[config.mk]
export PLATFORM = sky130hd
export DESIGN_NAME = mem_access_ctrl
export DESIGN_NICKNAME = d
export VERILOG_FILES = /design/src/rtl/mem_access_pkg.sv /design/src/rtl/mem_access_ctrl_load_extender.sv /design/src/rtl/mem_access_ctrl.sv
export SDC_FILE = /design/constraint.sdc
export NUM_CORES = 1
export LEC_CHECK = 0
export ABC_AREA = 1
export CORE_ASPECT_RATIO = 0.75
export CORE_MARGIN = 3
export CORE_UTILIZATION = 31
export DETAILED_ROUTE_END_ITERATION = 8
export PLACE_DENSITY = 0.58
export SYNTH_ARGS = -nofsm -noshare
export SYNTH_HDL_FRONTEND = slang
export SYNTH_HIERARCHICAL = 1
export SYNTH_SLANG_ARGS = --single-unit
[constraint.sdc]
create_clock -name Clk -period 3.2 [get_ports Clk]
set_clock_uncertainty 0.1 [all_clocks]
set_input_delay 0.48 -clock Clk [delete_from_list [all_inputs] [get_ports Clk]]
set_output_delay 0.48 -clock Clk [all_outputs]
set_load 0.05 [all_outputs]
[src/rtl/mem_access_pkg.sv]
// Shared definitions for the memory-access sequencer: size codes, trap codes,
// FSM states and the alignment rule.
package mem_access_pkg;

   typedef enum logic [1:0] {
      SZ_BYTE   = 2'd0,
      SZ_HALF   = 2'd1,
      SZ_WORD   = 2'd2,
      SZ_DOUBLE = 2'd3
   } size_e;

   localparam logic [2:0] TT_NONE    = 3'd0;
   localparam logic [2:0] TT_ALIGN   = 3'd5;
   localparam logic [2:0] TT_TIMEOUT = 3'd6;

   typedef enum logic [2:0] {
      S_IDLE = 3'd0,
      S_ACC0 = 3'd1,
      S_GAP  = 3'd2,
      S_ACC1 = 3'd3,
      S_RESP = 3'd4
   } state_e;

   // Natural alignment: half on 2, word on 4, double on 8 bytes.
   function automatic logic is_aligned(input logic [1:0] size, input logic [2:0] lsb);
      case (size)
         SZ_HALF:   return (lsb[0] == 1'b0);
         SZ_WORD:   return (lsb[1:0] == 2'b00);
         SZ_DOUBLE: return (lsb == 3'b000);
         default:   return 1'b1;
      endcase
   endfunction

endpackage

[src/rtl/mem_access_ctrl_load_extender.sv]
// Combinational size/sign extension of right-aligned RAM read data.
module load_extender
   import mem_access_pkg::*;
#(
   parameter int DATA_W = 32
) (
   input  logic [1:0]        size,
   input  logic              sign_ext,
   input  logic [DATA_W-1:0] din,
   output logic [DATA_W-1:0] dout
);

   // Byte and half are truncated then extended; word/double pass through.
   always_comb begin
      dout = din;
      case (size)
         SZ_BYTE: dout = {{(DATA_W-8){sign_ext & din[7]}}, din[7:0]};
         SZ_HALF: dout = {{(DATA_W-16){sign_ext & din[15]}}, din[15:0]};
         default: dout = din;
      endcase
   end

endmodule

[src/rtl/mem_access_ctrl.sv]
// Memory-access sequencer: byte/half/word/double loads and stores over a
// single-beat MFC handshake, with alignment check and bounded MFC wait.
module mem_access_ctrl
   import mem_access_pkg::*;
#(
   parameter int ADDR_W   = 9,
   parameter int DATA_W   = 32,
   parameter int MAX_WAIT = 8
) (
   input  logic              Clk,
   input  logic              Clr,
   input  logic              req,
   input  logic              req_we,
   input  logic [1:0]        req_size,
   input  logic              req_signed,
   input  logic [ADDR_W-1:0] req_addr,
   input  logic [DATA_W-1:0] req_wdata,
   input  logic [DATA_W-1:0] req_wdata_hi,
   output logic              busy,
   output logic              done,
   output logic              trap,
   output logic [2:0]        tt,
   output logic [DATA_W-1:0] rdata,
   output logic [DATA_W-1:0] rdata_hi,
   output logic              mem_en,
   output logic              mem_we,
   output logic [1:0]        mem_size,
   output logic [ADDR_W-1:0] mem_addr,
   output logic [DATA_W-1:0] mem_wdata,
   input  logic [DATA_W-1:0] mem_rdata,
   input  logic              MFC
);

   localparam int CNT_W = $clog2(MAX_WAIT + 1);
   localparam logic [CNT_W-1:0] CNT_LAST = CNT_W'(MAX_WAIT - 1);

   state_e              state;
   logic [CNT_W-1:0]    wait_cnt;
   logic                we_q;
   logic [1:0]          size_q;
   logic                signed_q;
   logic [ADDR_W-1:0]   addr_q;
   logic [DATA_W-1:0]   wdata_hi_q;
   logic [DATA_W-1:0]   ext_data;

   load_extender #(.DATA_W(DATA_W)) u_ext (
      .size     (size_q),
      .sign_ext (signed_q),
      .din      (mem_rdata),
      .dout     (ext_data)
   );

   // Status and RAM enable decode from the state register alone.
   assign busy   = (state != S_IDLE);
   assign done   = (state == S_RESP);
   assign mem_en = (state == S_ACC0) || (state == S_ACC1);

   // Sequencer FSM; RAM address/data/size are set up on the edge entering each beat.
   always_ff @(posedge Clk) begin
      if (Clr) begin
         state      <= S_IDLE;
         wait_cnt   <= '0;
         trap       <= 1'b0;
         tt         <= TT_NONE;
         rdata      <= '0;
         rdata_hi   <= '0;
         mem_we     <= 1'b0;
         mem_size   <= 2'd0;
         mem_addr   <= '0;
         mem_wdata  <= '0;
         we_q       <= 1'b0;
         size_q     <= 2'd0;
         signed_q   <= 1'b0;
         addr_q     <= '0;
         wdata_hi_q <= '0;
      end else begin
         case (state)
            S_IDLE: begin
               if (req) begin
                  we_q       <= req_we;
                  size_q     <= req_size;
                  signed_q   <= req_signed;
                  addr_q     <= req_addr;
                  wdata_hi_q <= req_wdata_hi;
                  wait_cnt   <= '0;
                  if (!is_aligned(req_size, req_addr[2:0])) begin
                     state <= S_RESP;
                     trap  <= 1'b1;
                     tt    <= TT_ALIGN;
                  end else begin
                     state     <= S_ACC0;
                     mem_we    <= req_we;
                     mem_size  <= (req_size == SZ_DOUBLE) ? 2'(SZ_WORD) : req_size;
                     mem_addr  <= req_addr;
                     mem_wdata <= req_wdata;
                  end
               end
            end
            S_ACC0: begin
               if (MFC) begin
                  if (!we_q) rdata <= ext_data;
                  state <= (size_q == SZ_DOUBLE) ? S_GAP : S_RESP;
               end else if (wait_cnt == CNT_LAST) begin
                  state <= S_RESP;
                  trap  <= 1'b1;
                  tt    <= TT_TIMEOUT;
               end else begin
                  wait_cnt <= wait_cnt + 1'b1;
               end
            end
            S_GAP: begin
               state     <= S_ACC1;
               wait_cnt  <= '0;
               mem_addr  <= addr_q + ADDR_W'(4);
               mem_wdata <= wdata_hi_q;
            end
            S_ACC1: begin
               if (MFC) begin
                  if (!we_q) rdata_hi <= mem_rdata;
                  state <= S_RESP;
               end else if (wait_cnt == CNT_LAST) begin
                  state <= S_RESP;
                  trap  <= 1'b1;
                  tt    <= TT_TIMEOUT;
               end else begin
                  wait_cnt <= wait_cnt + 1'b1;
               end
            end
            S_RESP: begin
               state <= S_IDLE;
               trap  <= 1'b0;
               tt    <= TT_NONE;
            end
            default: state <= S_IDLE;
         endcase
      end
   end

endmodule

-- After elaboration in Yosys (flattened, before gate mapping)
Index checks and enable logic that the tools add are counted.
- flip-flop bits (word level): 164
- bits of input ports: 113
- output and inout port bits: 115
- word-level logic and storage cells: 87
- $add $sub $neg: 2
- equality and inequality tests: 16
- muxes and demuxes: 33
- bitwise logic cells: 4
- reduce and logical (&&, ||, !) cells: 17
- operators with widths (cell ; count):
    $pmux 32 s2 ; 2
    $mux 32 ; 2
    $mux 3 ; 10
    $mux 9 ; 2
    $pmux 9 s2 ; 1
    $mux 4 ; 3
    $pmux 3 s4 ; 1
    $pmux 4 s3 ; 1
    $reduce_and 3->1 ; 4
    $ne 2x2->1 const B ; 5
    $add 9x3->9 const B ; 1
    $pmux 3 s3 ; 1
    $reduce_bool 3->1 ; 3
    $mux 1 ; 7
    $eq 2x2->1 const B ; 3
    $eq 3x2->1 const B ; 2
    $logic_not 3->1 ; 2
    $pmux 1 s3 ; 2
    $reduce_and 5->1 ; 1
    $add 4x1->4 const B ; 1
    $eq 2x1->1 const B ; 2
    $eq 4x3->1 const B ; 1
    $logic_not 2->1 ; 2
    $reduce_and 4->1 ; 1
    10 further kinds ; 12

-- Logic depth before layout (Yosys ltp)
- depth after elaboration: 8
- depth in mapped cells: 9
- depth with buffers taken out: 9

-- Modules after synthesis
Netlist, hierarchy kept.
- by module, submodules not included (module ; instances ; cells an instance ; area an instance (um2) ; sequential area each (um2)):
    mem_access_ctrl ; 1 ; 877 ; 6482.5 ; 3283.1
    load_extender ; 1 ; 72 ; 466.7 ; 0.0

-- Worst setup path before layout
Ideal clock, no wire load.
- path kind: register to register
- start point: reg state[0]
- end point: reg rdata[0]
- setup time: 0.116 ns
- data arrival time: 1.471 ns
- data required time: 2.984 ns
- slack: 1.513 ns
- stages on the path, launching flop included: 7
- buffers on the path: 1
- clock period less this slack: 1.687 ns
- cells stage by stage: dfxtp_1 inv_1 nor2_4 nand3_1 clkbuf_1 o21ai_0 nor2_1
- word-level cells in the longest chain between the ends: 2
- RTL lines (item ; line ; source):
    start: declaration ; mem_access_ctrl.sv:37 ; state_e state;
    start signal: assignment ; mem_access_ctrl.sv:102 ; state <= (size_q == SZ_DOUBLE) ? S_GAP : S_RESP;
    $eq 3x1->1 ; mem_access_ctrl.sv:77 ; case (state)
    $reduce_and 3->1 (no line) ; -- ;
    end signal: assignment ; mem_access_ctrl.sv:101 ; if (!we_q) rdata <= ext_data;
    end: declaration ; mem_access_ctrl.sv:23 ; output logic [DATA_W-1:0] rdata,
No other way between the ends.
A chain may end at the register's enable or synchronous reset.

-- Final worst setup path
- start point: reg state[1]
- end point: out busy
- word-level cells in the longest chain between the ends: 1
- RTL lines (item ; line ; source):
    $reduce_bool 3->1 ; mem_access_ctrl.sv:54 ; assign busy = (state != S_IDLE);
    end: declaration ; mem_access_ctrl.sv:19 ; output logic busy,
No other way between the ends.

==> impl_metrics.csv <==
group,metric,value,unit
place,port_buffers,227,
yosys,synth_cell_types,30,
clocking,postCtsSetupRepairBufs,0,
global_routing,grt_first_pass_wirelength,32500,um
timing,finalCritPeriodShare,85.6,%
power,ir_drop,0.267,mV
setup_path,worstSetupStartpoint,"state[1]",
yosys,yosysTopAreaCell,"dfxtp_1",
finish,n_antenna_cell,0,
clocking,cts_hold_buf,0,
yosys,yosysMostFrequentCell,"nor2_1",
routing,ant_nets,0,
floorplan,boundaryPins,228,
routing,wire_per_inst,14.5,um
yosys,yosysWarnings,6,
clocking,clock_latency,0.42,ns
global_routing,grt_pass1_vias,6080,
yosys,synth.avg_cell_area,7.32,um2
routing,firstDrtPassIters,4,
setup_path,cp_top_family,"buffers and inverters",
setup_path,slowest_delay,0.82,ns
setup_path,cp_data_required_time,2.62,ns
clocking,clk_pin_slew,0.07,ns
clocking,ctsResizeCount,0,
routing,drtIter0Drc,382,
power,p_comb_share,20.9,%
place,place_hpwl,14100,um
yosys,yosysSeqAreaShare,47.2,%
power,power_switching,0.00170,W
timing,worst_pin_slew,0.687,ns
routing,vias,6611,
floorplan,die_w,179,um
timing,setup_viol,0,
power,p_clk_share,37.1,%
routing,drc_errors,0,
timing,fmax,365,MHz
min_path,hp-class,"reg2reg",
clocking,numCtsBuffers,17,
routing,wl,20800,um
setup_path,start_kind,"flop",
setup_path,critical_path_class,"reg2out",
floorplan,core-area,21600,um2
finish,drive_above_1_share,6.71,%
timing,drv_slew,0,
power,switching_share,31.5,%
timing,rsz0062_at_grt,"false",
yosys,ys.flop_type,"dfxtp_1",
yosys,synth.top_cells.by_area,"dfxtp_1 (47%), o21ai_0 (12%), nor2_1 (12%)",
setup_path,worst-path-max-fanout,13,
yosys,synth-edff-count,0,
power,power_frac_seq,42.0,%
yosys,synth-seq-cells,164,
finish,fin_util,45.6,%
setup_path,r2r-start,"state[1]",
yosys,synth_top_area_share,47.2,%
clocking,cts_tree,"yes",
power,cellLeakagePower,4.00,nW
routing,via_per_inst,4.60,
place,place.gp.congestion,0.772,
yosys,synth_common_cells,"nor2_1 (223), o21ai_0 (170), dfxtp_1 (164)",
clocking,root_buffer,"clkbuf_16",
flow_run,maxCapViolCount,0,
yosys,synth_cells,949,
power,power_density,550,nW/um2
power,p_int,0.00371,W
setup_path,slowest_stage,"clkdlybuf4s50_1",
outcome,outcome,"finished, final reports clean",
setup_path,worstPathBufferInverterCount,4,
timing,hold_viol,0,
floorplan,die_h,136,um
timing,period_minus_slack,2.74,ns
floorplan,dieArea,24300,um2
floorplan,rows,46,
setup_path,arrival,2.16,ns
global_routing,grt_use_total,16.8,%
yosys,syn-num-nets,1064,
timing,setup_tns,0,ns
clocking,clock_path_buffers,2,
clocking,h-tree-depth,4,
global_routing,antenna_found_initial,1,
timing,max_slew_margin,54.2,%
global_routing,grt_overflow,0,
setup_path,cp-end-kind,"output pin",
finish,finalNetCount,1250,
clocking,cts_sinks,164,
floorplan,initial_utilization,32.2,%
setup_path,crit_chain,"inv_2 > nand2_1 > nor2_2 > buf_4 > inv_1 > clkdlybuf4s50_1",
finish,area_delta_synth_final,41.7,%
min_path,min_from,"wdata_hi_q[16]",
yosys,synthArstFlopShare,0,%
global_routing,grt_start_max_net_pins,81,
yosys,syn-cell-area,6950,um2
## flip-flops by register name (all words and copies together) (netlist names), 2 cells and up
| register | flops |
|---|---|
| tt | 3 |
| mem_size | 2 |
| wdata_hi_q | 32 |
| rdata | 32 |
| mem_addr | 9 |
| wait_cnt | 4 |
| size_q | 2 |
| state | 3 |
| mem_wdata | 32 |
| rdata_hi | 32 |
| addr_q | 9 |
## layer usage
| layer | wire (um) | part of all wire, % | up-vias | global-route usage [%] |
|---|---|---|---|---|
| met3 | 2100 | 10 | 16 | 6.72 |
| met1 | 9870 | 47 | 2962 | 23.2 |
| met5 | 13 | 0.062 | - | 0 |
| met4 | 196 | 0.94 | 2 | 3.46 |
| li1 | - | - | 3425 | - |
| met2 | 8620 | 41 | 206 | 24.8 |
## per-stage QoR
step / hold WS (ns) / cell area (um2) / worst slack (ns) / std cells / power (W)
floorplan: 0.325 / 6950 / 1.51 / 949 / 0.00302
global placement: 0.333 / 9270 / 0.842 / 1404 / 0.00345
detailed placement: 0.340 / 9270 / 0.762 / 1404 / 0.00345
CTS: 0.350 / 9840 / 0.428 / 1436 / 0.00549
global route: 0.368 / 9840 / 0.345 / 1436 / 0.00567
finish: 0.348 / 9840 / 0.460 / 1436 / 0.00541
## power by group through the flow
| stage | sequential [W] | combinational (W) | clock, W |
|---|---|---|---|
| after floorplan | 0.00259 | 0.000434 | 0 |
| after global placement | 0.00232 | 0.00113 | 0 |
| after detailed placement | 0.00232 | 0.00114 | 0 |
| after CTS | 0.00227 | 0.00114 | 0.00207 |
| after global routing | 0.00229 | 0.00123 | 0.00215 |
| final | 0.00227 | 0.00113 | 0.00201 |
## worst min-delay path, delay by kind of cell (launching register included)
kind,cells,cell delay (ns)
flip-flops,1,0.30
buffers and inverters,1,0.06
AO/OA/AOI/OAI,1,0.05
## placed cells by master (no fill, tap or decap), types with 2 or more instances in the layout
master,count
inv_1,57
nand3_1,31
nand3_2,12
nand2_4,2
clkdlybuf4s50_1,227
nand2_1,113
clkinvlp_4,5
clkbuf_16,17
o21ai_2,4
clkinv_2,3
nand2_2,2
inv_2,5
nand4_1,7
nor2_4,3
ha_1,2
o21ai_1,10
buf_12,3
buf_4,9
a21oi_1,61
dfxtp_1,164
o21ai_0,170
inv_6,4
nor2_1,223
nor3_1,2
inv_8,3
## layout make-up
cell class                      instances  area [um2]
Fill cell                            2213       11700
Sequential cell                       164        3280
Multi-Input combinational cell        649        2990
Timing Repair Buffer                  239        2400
Clock buffer                           17         425
Tap cell                              288         360
Inverter                               64         244
Clock inverter                         15         146
## final timing paths
check                                      end  slack, ns  cells past startpoint
worst min-delay path            wdata_hi_q[16]       0.35                      2
worst max-delay path                      busy       0.46                      6
worst max register to register    mem_wdata[0]       1.15                      8
worst min register to register  wdata_hi_q[16]       0.35                      2
## kinds of logic (layout without fill, tap and decap cells)
family | count (synthesis) | after routing | share of synthesized area, %
buffers and inverters | 136 | 335 | 9.83
and+or+nand+nor | 399 | 399 | 24.4
xor gates and xnor gates | 2 | 2 | 0.252
adders and majority gates | 2 | 2 | 0.360
AOI/OAI and AO/OA | 246 | 246 | 18.0
DFF | 164 | 164 | 47.2
No activity file was read; power rests on OpenSTA's default activity.
